**config.mk**
```make
export PLATFORM = sky130hd
export DESIGN_NAME = vga_timing_gen
export DESIGN_NICKNAME = d
export VERILOG_FILES = /design/src/rtl/vga_timing_gen.sv
export SDC_FILE = /design/constraint.sdc
export NUM_CORES = 1
export LEC_CHECK = 0
export ABC_AREA = 1
export ABC_CLOCK_PERIOD_IN_PS = 3400
export BUFFER_PORTS_ARGS = -buffer_cell sky130_fd_sc_hd__buf_2
export CAP_MARGIN = 40
export CORE_UTILIZATION = 45
export CTS_CLUSTER_DIAMETER = 30
export DETAILED_ROUTE_END_ITERATION = 10
export GPL_TIMING_DRIVEN = 0
export PLACE_DENSITY_LB_ADDON = 0.12
export SYNTH_ARGS = -nofsm -noshare
export SYNTH_HDL_FRONTEND = slang
export SYNTH_SLANG_ARGS = --single-unit
```
**constraint.sdc**
```tcl
create_clock -name Clk -period 3.4 [get_ports Clk]
set_input_delay 0.17 -clock Clk [delete_from_list [all_inputs] [get_ports Clk]]
set_output_delay 0.17 -clock Clk [all_outputs]
set_load 0.05 [all_outputs]
```
**src/rtl/vga_timing_gen.sv**
```systemverilog
// VGA raster timing generator: pixel/line counters with registered, zero-skew
// sync, blanking, display-enable and line/frame start strobes.
module vga_timing_gen #(
    parameter int H_ACTIVE    = 640,
    parameter int H_FP        = 16,
    parameter int H_SYNC      = 96,
    parameter int H_BP        = 48,
    parameter int V_ACTIVE    = 480,
    parameter int V_FP        = 10,
    parameter int V_SYNC      = 2,
    parameter int V_BP        = 33,
    parameter bit HS_POL      = 1'b0,
    parameter bit VS_POL      = 1'b0,
    parameter bit VS_ALIGN_HS = 1'b1,
    parameter int CNT_W       = 16
) (
    input  logic             Clk,
    input  logic             Reset_n,
    input  logic             ce_pix,
    output logic             vga_h_sync,
    output logic             vga_v_sync,
    output logic             hblank,
    output logic             vblank,
    output logic             de,
    output logic             line_start,
    output logic             frame_start,
    output logic [CNT_W-1:0] CounterX,
    output logic [CNT_W-1:0] CounterY
);

    localparam int H_TOTAL  = H_ACTIVE + H_FP + H_SYNC + H_BP;
    localparam int V_TOTAL  = V_ACTIVE + V_FP + V_SYNC + V_BP;
    localparam int HS_START = H_ACTIVE + H_FP;
    localparam int HS_END   = HS_START + H_SYNC;
    localparam int VS_START = V_ACTIVE + V_FP;
    localparam int VS_END   = VS_START + V_SYNC;
    localparam int CW       = CNT_W + 1;

    localparam longint CNT_RANGE = longint'(1) << CNT_W;

    if (H_TOTAL > CNT_RANGE) begin : g_h_range_chk
        $error("vga_timing_gen: H_TOTAL exceeds counter range");
    end
    if (V_TOTAL > CNT_RANGE) begin : g_v_range_chk
        $error("vga_timing_gen: V_TOTAL exceeds counter range");
    end

    // Constants widened by one bit so that a total of exactly 2^CNT_W still fits.
    localparam logic [CNT_W:0] X_LAST_C   = CW'(H_TOTAL - 1);
    localparam logic [CNT_W:0] Y_LAST_C   = CW'(V_TOTAL - 1);
    localparam logic [CNT_W:0] H_ACT_C    = CW'(H_ACTIVE);
    localparam logic [CNT_W:0] V_ACT_C    = CW'(V_ACTIVE);
    localparam logic [CNT_W:0] HS_START_C = CW'(HS_START);
    localparam logic [CNT_W:0] HS_END_C   = CW'(HS_END);
    localparam logic [CNT_W:0] VS_START_C = CW'(VS_START);
    localparam logic [CNT_W:0] VS_END_C   = CW'(VS_END);

    // If the hsync leading edge never occurs within a line, align vsync to X=0.
    localparam bit VS_AT_HS = VS_ALIGN_HS && (HS_START < H_TOTAL);

    logic [CNT_W-1:0] x_q, x_d, y_q, y_d;
    logic [CNT_W-1:0] x_nx, y_nx;
    logic             hs_q, hs_d, vs_q, vs_d;
    logic             hb_q, hb_d, vb_q, vb_d, de_q, de_d;
    logic             ls_q, ls_d, fs_q, fs_d;
    logic             x_wrap, y_wrap, hs_win, vs_win, vs_upd, hb_nx, vb_nx;

    always_comb begin
        x_wrap = ({1'b0, x_q} == X_LAST_C);
        y_wrap = ({1'b0, y_q} == Y_LAST_C);
        x_nx   = x_wrap ? '0 : x_q + CNT_W'(1);
        y_nx   = y_q;
        if (x_wrap) begin
            y_nx = y_wrap ? '0 : y_q + CNT_W'(1);
        end

        hs_win = ({1'b0, x_nx} >= HS_START_C) && ({1'b0, x_nx} < HS_END_C);
        vs_win = ({1'b0, y_nx} >= VS_START_C) && ({1'b0, y_nx} < VS_END_C);
        vs_upd = VS_AT_HS ? ({1'b0, x_nx} == HS_START_C) : (x_nx == '0);
        hb_nx  = ({1'b0, x_nx} >= H_ACT_C);
        vb_nx  = ({1'b0, y_nx} >= V_ACT_C);

        x_d  = x_q;
        y_d  = y_q;
        hs_d = hs_q;
        vs_d = vs_q;
        hb_d = hb_q;
        vb_d = vb_q;
        de_d = de_q;
        ls_d = 1'b0;
        fs_d = 1'b0;

        if (ce_pix) begin
            x_d  = x_nx;
            y_d  = y_nx;
            hs_d = hs_win ? HS_POL : ~HS_POL;
            if (vs_upd) begin
                vs_d = vs_win ? VS_POL : ~VS_POL;
            end
            hb_d = hb_nx;
            vb_d = vb_nx;
            de_d = ~hb_nx & ~vb_nx;
            ls_d = (x_nx == '0);
            fs_d = (x_nx == '0) && (y_nx == '0);
        end
    end

    always_ff @(posedge Clk or negedge Reset_n) begin
        if (!Reset_n) begin
            x_q  <= '0;
            y_q  <= '0;
            hs_q <= ~HS_POL;
            vs_q <= ~VS_POL;
            hb_q <= 1'b0;
            vb_q <= 1'b0;
            de_q <= 1'b1;
            ls_q <= 1'b0;
            fs_q <= 1'b0;
        end else begin
            x_q  <= x_d;
            y_q  <= y_d;
            hs_q <= hs_d;
            vs_q <= vs_d;
            hb_q <= hb_d;
            vb_q <= vb_d;
            de_q <= de_d;
            ls_q <= ls_d;
            fs_q <= fs_d;
        end
    end

    assign CounterX    = x_q;
    assign CounterY    = y_q;
    assign vga_h_sync  = hs_q;
    assign vga_v_sync  = vs_q;
    assign hblank      = hb_q;
    assign vblank      = vb_q;
    assign de          = de_q;
    assign line_start  = ls_q;
    assign frame_start = fs_q;

endmodule

```
======== Word level (Yosys, flattened, before mapping) ========
Index checks and enable logic that the tools add are counted.
Widths: inputs -> output; s select.
cells by class
  equal/unequal tests ..................... 3
  $add $sub $neg .......................... 2
  mux-type cells .......................... 7
  bitwise gates (word level) .............. 3
  magnitude comparators ................... 6
  reduce and logical (&&, ||, !) cells .... 6
operators by type and width
  cell                   number
  $eq 16x10->1 const B   3
  $mux 16                3
  $add 16x1->16 const B  2
  $ge 16x10->1 const B   2
  $ge 16x9->1 const B    2
  $logic_not 16->1       2
  $lt 16x10->1 const B   1
  $lt 16x9->1 const B    1
  $mux 1                 4
  $logic_and 1x1->1      3
  $not 1->1              2
  $reduce_and 2->1       1
  $and 1x1->1            1
word-level totals
  input bits .............................. 3
  bits in registers ....................... 39
  word-level logic and storage cells ...... 36

======== Depth between registers and ports, before layout ========
Gate-level depths: netlist of run 1.
  depth after elaboration ................. 6
  mapped depth ............................ 15
  depth with buffers taken out ............ 14

======== Least setup slack after synthesis of run 1 ========
OpenSTA, ideal clock, no wires.
  path type ............................... reg2reg
  start point ............................. register x_q[1] (netlist: CounterX[1])
  end point ............................... register vb_q (netlist: vblank)
  data arrival time ....................... 2.085 ns
  stages on the path, launching flop included .. 16
  buffers on the path ..................... 1
  path slack .............................. 1.197 ns
  cell sequence ........................... dfrtp_1 > ha_1 > nand2_2 > inv_2 > nand2_1 > nor2_2 > nand2_2 > buf_6 > nand2_1 > nand2_1 > nor2_1 > nand2_1 > clkinv_1 > nand3_1 > nand2_1 > nand2_1
between the ends
  longest elaborated chain between the ends .. 3
RTL lines
  element                   RTL line  text
  start: declaration        61        logic [CNT_W-1:0] x_q, x_d, y_q, y_d;
  start signal: assignment  110       x_q <= '0;
  start signal: assignment  120       x_q <= x_d;
  $eq 16x10->1              69        x_wrap = ({1'b0, x_q} == X_LAST_C);
  $mux 16                   73        if (x_wrap) begin
  $ge 16x9->1               81        vb_nx = ({1'b0, y_nx} >= V_ACT_C);
  end signal: assignment    125       vb_q <= vb_d;
  end: declaration          64        logic hb_q, hb_d, vb_q, vb_d, de_q, de_d;
Every way passes these cells.
A chain may end at the register's enable or synchronous reset.

======== Worst setup path after layout of run 1 ========
  start point ............................. register y_q[1] (netlist: CounterY[1])
  end point ............................... register vb_q (netlist: vblank)
between the ends
  longest elaborated chain between the ends .. 4
  elaborated cells on any way between the ends .. 5
  those cells by class .................... add/sub: 1; order compare: 1; eq/ne: 1; mux: 2
RTL lines
  element                                        RTL line  text
  start: declaration                             61
  start signal: assignment                       121       y_q <= y_d;
  $add 16x1->16 or $eq 16x10->1 (tied branches)  74, 70
  $mux 16                                        74        y_nx = y_wrap ? '0 : y_q + CNT_W'(1);
  $mux 16 (*)                                    73
  $ge 16x9->1 (*)                                81
Every way passes the cells marked *; elsewhere a longest branch is shown, timed or not.

==> flow_summary.toml, run 1 <==
[timing]
fin_crit_sh = 0.657
finalSetupTns_ns = 0
tightest_slew_ns = 0.653
fin_ws_ns = 1.17
max_freq_mhz = 448
drv_slew = 0
hold_viol_final = 0
period_needed_ns = 2.23
skew_ns = 0.00370
grt_setup_unrepaired = "false"
slew-limit-headroom = 0.565
setup_viol_count_final = 0

[global_routing]
grt_overflow = 0
grt_pass1_wl_microns = 13700
grt_util_all_layers = 0.269
gr-usage-met3 = 0.0363
met1_usage = 0.332
busiest_layer = "met2"
grt_start_max_net_pins = 23
grt_use_met2 = 0.481
antenna_found_initial = 0
grt_pass1_vias = 2946

[synth]
synth_edf_count = 0
avgSynthCellArea_sq_um = 6.26
yosysWarnings = 0
ys_top_cells_by_area = "dfrtp_1 (31%), nand2_1 (20%), nor2_1 (9.3%), nand3_1 (6.9%), o21ai_0 (6.5%)"
yosysTopAreaCellShare = 0.310
ys_ff_latch = 39
syn_area_sq_um = 2910
synth_seq_area_share = 0.337
syn_inst = 464
synth_largest_area_cell = "dfrtp_1"
synth_ff_type = "dfrtp_1"
yosysUniqueCellTypes = 30
syn_nets = 470
synth_async_sr_flop_share = 1.00

[cts]
cts_tree = "yes"
hold_buffers = 1
cts_max_path_buffers = 2
cts.repair.resized = 0
cts_buffers = 5
htreeDepth = 2
worstSkewPairLatency_ns = 0.29
cts_root_buf = "clkbuf_8"
clock_sinks = 39
post_cts_buffers = 0
path_clk_slew_ns = 0.08

[setup_path]
cp_max_fo = 6
cp_cell_sequence = "ha_1, inv_1, nor2_2, nand2_1, nand2_1, nand2_1, o21ai_0, nand4_1, nand3_1, nand2_1, nand2_1"
critPathKind = "flop to flop"
max_stage_delay_ns = 0.44
reg2reg_depth = 11
cpMostUsedCell = "nand2_1"
setup.worst_path.start_class = "flop"
crit_path_top_delay_cell = "dfrtp_1"
cp_top_family = "simple AND/OR/NAND/NOR gates"
cp.arrival_ns = 2.47
cp.depth = 11
required_ns = 3.63
cp.buffers_inverters = 1
end_kind = "flop"

[floorplan]
die_y_microns = 82.4
dieWidth_microns = 82.4
pin_count = 42
num_rows = 28
die_area_sq_um = 6780
core_sq_um = 6060
initial_core_util = 0.480

[cells_and_area]
antenna_cells = 0
drive_gt1_frac = 0.156
final_nets = 519
stdcell_area_sq_um = 3360
nFillCells = 630
areaGrowthSynthToFinish_pct = 15.5

[routing]
routed_wl_microns = 8260
ant_nets = 0
drt_drc_violations_left = 0
vias_per_cell = 5.33
drt-initial-drc-count = 175
via_count = 3142
firstDrtPassIters = 6
wl_per_cell_microns = 14.0

[pwr]
peakVddDrop_mv = 0.341
p_comb_frac = 0.453
netSwitchingFraction = 0.489
total_leakage_power_nw = 1.62
power.total_mw = 1.98
power_density_nw_per_um2 = 590
clockPowerShare = 0.204
p_sw_uw = 970
power.internal_mw = 1.01
pwr-share-seq = 0.343

[placed_design]
placed_cell_area_sq_um = 3230
io_buffer_count = 40
place_ws_ns = 1.20
dp_hpwl_microns = 6320
gp_congestion = 0.904

[status]
outcome = "completed"

[worst_hold_path]
min_path_type = "primary input to flop"
hold-path-cell-count = 3

[run]
maxCapViolCount = 0
==> through the flow <==
stage / hold slack (ns) / instances / utilization
finish: 0.332 / 589 / 0.554
global route: 0.356 / 589 / 0.554
CTS: 0.331 / 589 / 0.554
detailed placement: 0.148 / 580 / 0.533
global placement: 0.342 / 579 / 0.528
floorplan: -0.126 / 464 / -
==> cell usage in the layout (no fill, tap or decap), drive strengths merged <==
master         n
nand2        162
nor2          78
buf           49
inv           48
o21ai         43
nand3         42
dfrtp         36
nand4         19
clkbuf        11
xor2           4
nor3           3
ha             3
dfstp          3
clkinv         3
o21a           2
and3           1
and2           1
nand3b         1
o21bai         1
a21oi          1
a31oi          1
bufinv         1
dlygate4sd3    1
==> worst paths after layout <==
path,to,slack [ns],startpoint
setup / recovery,vblank$_DFFE_PN0P_,1.17,CounterY[1]$_DFFE_PN0P_
hold / removal,CounterX[4]$_DFFE_PN0P_,0.33,ce_pix
setup reg to reg,vblank$_DFFE_PN0P_,1.17,CounterY[1]$_DFFE_PN0P_
hold reg to reg,hblank$_DFFE_PN0P_,0.48,hblank$_DFFE_PN0P_
max in group asynchronous,CounterY[8]$_DFFE_PN0P_,2.57,Reset_n
min in group asynchronous,CounterX[13]$_DFFE_PN0P_,0.37,Reset_n
==> tightest hold or removal path: stages <==
cell	delay, ns
clkbuf_1	0.15
nand3_1	0.15
o21ai_0	0.10
==> layer usage <==
metal	up-vias	wire, microns
met4	0	166
met3	15	382
met1	1445	3630
met2	100	4080
li1	1582	-
met5	-	0
==> sequential cells by signal, indices dropped and copies added, names as in the netlist <==
signal       flops
vga_h_sync       1
CounterY        16
vga_v_sync       1
CounterX        16
de               1
hblank           1
line_start       1
frame_start      1
vblank           1
==> logic make-up after synthesis <==
family,count (synthesis),synth area share
DFF,39,0.337
buffers and inverters,63,0.0904
adders and majority gates,3,0.0129
xor gates and xnor gates,4,0.0121
and+or+nand+nor,307,0.459
AOI/OAI and AO/OA,48,0.0882
==> Yosys cell counts (4+ instances only) <==
| cell | n |
|---|---|
| nand2_1 | 153 |
| nor2_1 | 72 |
| inv_1 | 46 |
| nand3_1 | 40 |
| o21ai_0 | 38 |
| dfrtp_1 | 36 |
| nand4_1 | 19 |
| nand2_2 | 9 |
| clkbuf_1 | 5 |
| nor2_2 | 4 |
| xor2_1 | 4 |
==> area by class of cell <==
| cell class | instances | area, sq um | share of cell area |
|---|---|---|---|
| buffer | 13 | 75.1 | 0.0224 |
| clock buffer | 6 | 82.6 | 0.0246 |
| clock inverter | 2 | 35.0 | 0.0104 |
| inverter | 50 | 188 | 0.0559 |
| multi-input combinational | 362 | 1660 | 0.496 |
| sequential | 39 | 980 | 0.292 |
| tap | 75 | 93.8 | 0.0280 |
| timing repair buffer | 42 | 238 | 0.0708 |
==> power groups by stage <==
stage	registers [mW]	logic [mW]	clock network, mW
final	0.680	0.897	0.404
after global routing	0.696	0.986	0.440
after CTS	0.676	0.897	0.419
after detailed placement	0.685	0.891	0
after global placement	0.682	0.876	0
after floorplan	0.959	0.391	0
Note: power is estimated with default switching activity, not from simulation.
==> inputs of run 2 (changes only) <==
- ABC_AREA: 1 -> 0
- ABC_CLOCK_PERIOD_IN_PS: 3400 -> 2300
- clock period: 3.4 -> 2.3 ns (I/O delays scaled with it)
==> run 2 against run 1 <==
The flow now finishes with violations (setup timing). First-iteration DRC count rose by 4.6%. Global-route usage decreased by 1.6 points. Sequential cell count stayed put. Clock-buffer cell count shrank 1. Clock power grew 15%. Critical path depth fell by 3. Cell count is 22% lower. Core utilization increased by 5.5 points. Setup slack lost 1.6 ns. Register-to-register slack got worse by 1.6 ns.
==> flow_summary.toml, run 2 <==
[timing]
hold_viol_final = 0
skew_ns = 0.0101
drv_slew = 0
max_freq_mhz = 370
slew-limit-headroom = 0.640
fin_worst_hold_slack_ns = 0.252
setup_viol_count_final = 6
fin_ws_ns = -0.404
period_needed_ns = 2.70
fin_crit_sh = 1.18
tightest_slew_ns = 0.535
grt_setup_unrepaired = "true"

[synth]
yosysMostFrequentCell = "dfrtp_1"
avgSynthCellArea_sq_um = 8.48
yosysWarnings = 0
yosysUniqueCellTypes = 55
syn_nets = 321
syn_inst = 315
ys_top_cells_by_area = "dfrtp_1 (34%), xnor2_1 (6.2%), nand2_1 (4.6%), nand4_1 (4.4%), o21ai_0 (3.9%)"
yosysTopAreaCellShare = 0.337
synth_seq_area_share = 0.367
synth_async_sr_flop_share = 1.00
synth_largest_area_cell = "dfrtp_1"
synth_commonest_cells = "dfrtp_1 (36), nand2_1 (33), nor2_1 (23)"
synth_edf_count = 0
syn_area_sq_um = 2670
synth_ff_type = "dfrtp_1"
ys_ff_latch = 39

[cts]
cts_tree = "yes"
cts_buffers = 5
clock_sinks = 39
cts_root_buf = "clkbuf_8"
cts_max_path_buffers = 2
path_clk_slew_ns = 0.08
htreeDepth = 2
worstSkewPairLatency_ns = 0.30

[cells_and_area]
drive_gt1_frac = 0.334
areaGrowthSynthToFinish_pct = 27.7
final_common_cell = "buf_2"
seqCellArea_sq_um = 998
fin_cells = 461
final_nets = 394
nFillCells = 519
antenna_cells = 0
final_cell_mix = "buf_2 (44), nand2_1 (33), buf_4 (32)"
multi_input_area_sq_um = 1660

[routing]
ant_nets = 0
firstDrtPassIters = 5
routed_wl_microns = 7670
drt-initial-drc-count = 183
via_count = 2713
wl_per_cell_microns = 16.6
drt_drc_violations_left = 0
vias_per_cell = 5.89

[setup_path]
cp.arrival_ns = 2.93
critPathKind = "flop to flop"
max_stage_delay_ns = 0.57
cp.buffers_inverters = 1
cp_cell_sequence = "or4_4, nor4_4, buf_4, nand4_1, mux2i_1, or4_1, and3b_2, a41o_1"
end_kind = "flop"
setup.worst_path.start_class = "flop"
crit_path_top_delay_cell = "or4_4"
cp_top_family = "simple AND/OR/NAND/NOR gates"
required_ns = 2.53
cp_max_fo = 3

[pwr]
power.total_mw = 2.01
total_leakage_power_nw = 1.45
netSwitchingFraction = 0.413
p_comb_frac = 0.336
power_density_nw_per_um2 = 589
power.internal_mw = 1.18
pwr-share-seq = 0.433
clockPowerShare = 0.231
p_sw_uw = 830
peakVddDrop_mv = 0.698

[placed_design]
io_buffer_count = 40
dp_cells = 428
place_ws_ns = -0.467
gp_congestion = 0.850
dp_hpwl_microns = 5190

[global_routing]
gr-usage-met3 = 0.0609
grt_pass1_wl_microns = 12100
grt_util_all_layers = 0.253
grt_pass1_vias = 2341
grt_use_met2 = 0.368
busiest_layer = "met1"
grt_overflow = 0
antenna_found_initial = 0
met1_usage = 0.371
grt_start_max_net_pins = 25

[run]
maxCapViolCount = 0

[floorplan]
initial_core_util = 0.477
die_area_sq_um = 6250
pin_count = 42
core_sq_um = 5610
dieWidth_microns = 79.1
num_rows = 27
die_y_microns = 79.1

[worst_hold_path]
min_path_type = "primary input to async pin"

[status]
outcome = "finished with violations"
violations = "setup timing"
run 2: changes by cell type after synthesis, moves of 9 or more:
cell     delta
inv_1      -37
nand2_2     -9
o21ai_0    -17
a21oi_1    +14
nand3_1    -27
nor3_1      +9
xnor2_1    +19
nor2_1     -49
nand2_1   -120
run 2: path summary, 6_finish.rpt:
path	cells past startpoint	slack [ns]	startpoint	end
setup / recovery	8	-0.40	CounterX[10]$_DFFE_PN0P_	de$_DFFE_PN1P_
hold / removal	2	0.25	Reset_n	CounterX[14]$_DFFE_PN0P_
setup reg to reg	8	-0.40	CounterX[10]$_DFFE_PN0P_	de$_DFFE_PN1P_
hold reg to reg	2	0.47	vga_v_sync$_DFFE_PN1P_	vga_v_sync$_DFFE_PN1P_
max in group asynchronous	3	1.51	Reset_n	de$_DFFE_PN1P_
min in group Clk	3	0.31	ce_pix	CounterX[11]$_DFFE_PN0P_
run 2: stage by stage:
| stage | setup TNS (ns) | cell area [sq um] | util |
|---|---|---|---|
| 4_1_cts | -1.34 | 3240 | 0.578 |
| 5_1_grt | -1.87 | 3410 | 0.609 |
| 3_5_place_dp | -2.31 | 3040 | 0.542 |
| 6_report | -1.42 | 3410 | 0.609 |
| 2_1_floorplan | -1.38 | 2730 | - |
| 3_3_place_gp | -2.33 | 3020 | 0.539 |
run 2: layer usage:
metal	up-vias	share of wire	routed length (microns)
li1	1302	-	-
met5	-	0	0
met4	0	0.015	114
met2	90	0.45	3480
met3	12	0.063	487
met1	1309	0.47	3590
run 2: cell families (layout without fill, tap and decap cells):
group | Yosys count | in the layout | share of synthesized area
AO/OA/AOI/OAI | 65 | 65 | 0.154
XOR/XNOR | 24 | 24 | 0.0787
adder cells (fa/ha/maj) | 3 | 3 | 0.0140
buffers and inverters | 33 | 107 | 0.0557
flip-flops | 39 | 39 | 0.367
multiplexers | 5 | 5 | 0.0192
AND/OR/NAND/NOR | 146 | 146 | 0.312
run 2: layout make-up:
cell class                      count  area share
Inverter                            9     0.00990
Buffer                             16      0.0235
Multi-Input combinational cell    243       0.485
Clock inverter                      3     0.00440
Timing Repair Buffer               74       0.138
Sequential cell                    39       0.293
Clock buffer                        5      0.0202
Tap cell                           72      0.0264
run 2: repair_timing:
action                                 4_1_cts  5_1_grt
setup buffers                               14       19
endpoints found under the hold margin       15        0
pin swaps                                    7       16
hold buffers                                 1        0
setup endpoints to repair                   13        9
gates resized for setup                      5       13
run 2: power groups by stage:
stage | sequential [mW] | clock, mW | combinational, mW
after global placement | 0.840 | 0 | 0.640
after CTS | 0.829 | 0.479 | 0.679
final | 0.870 | 0.464 | 0.676
after detailed placement | 0.842 | 0 | 0.652
after floorplan | 1.04 | 0 | 0.295
after global routing | 0.886 | 0.515 | 0.723
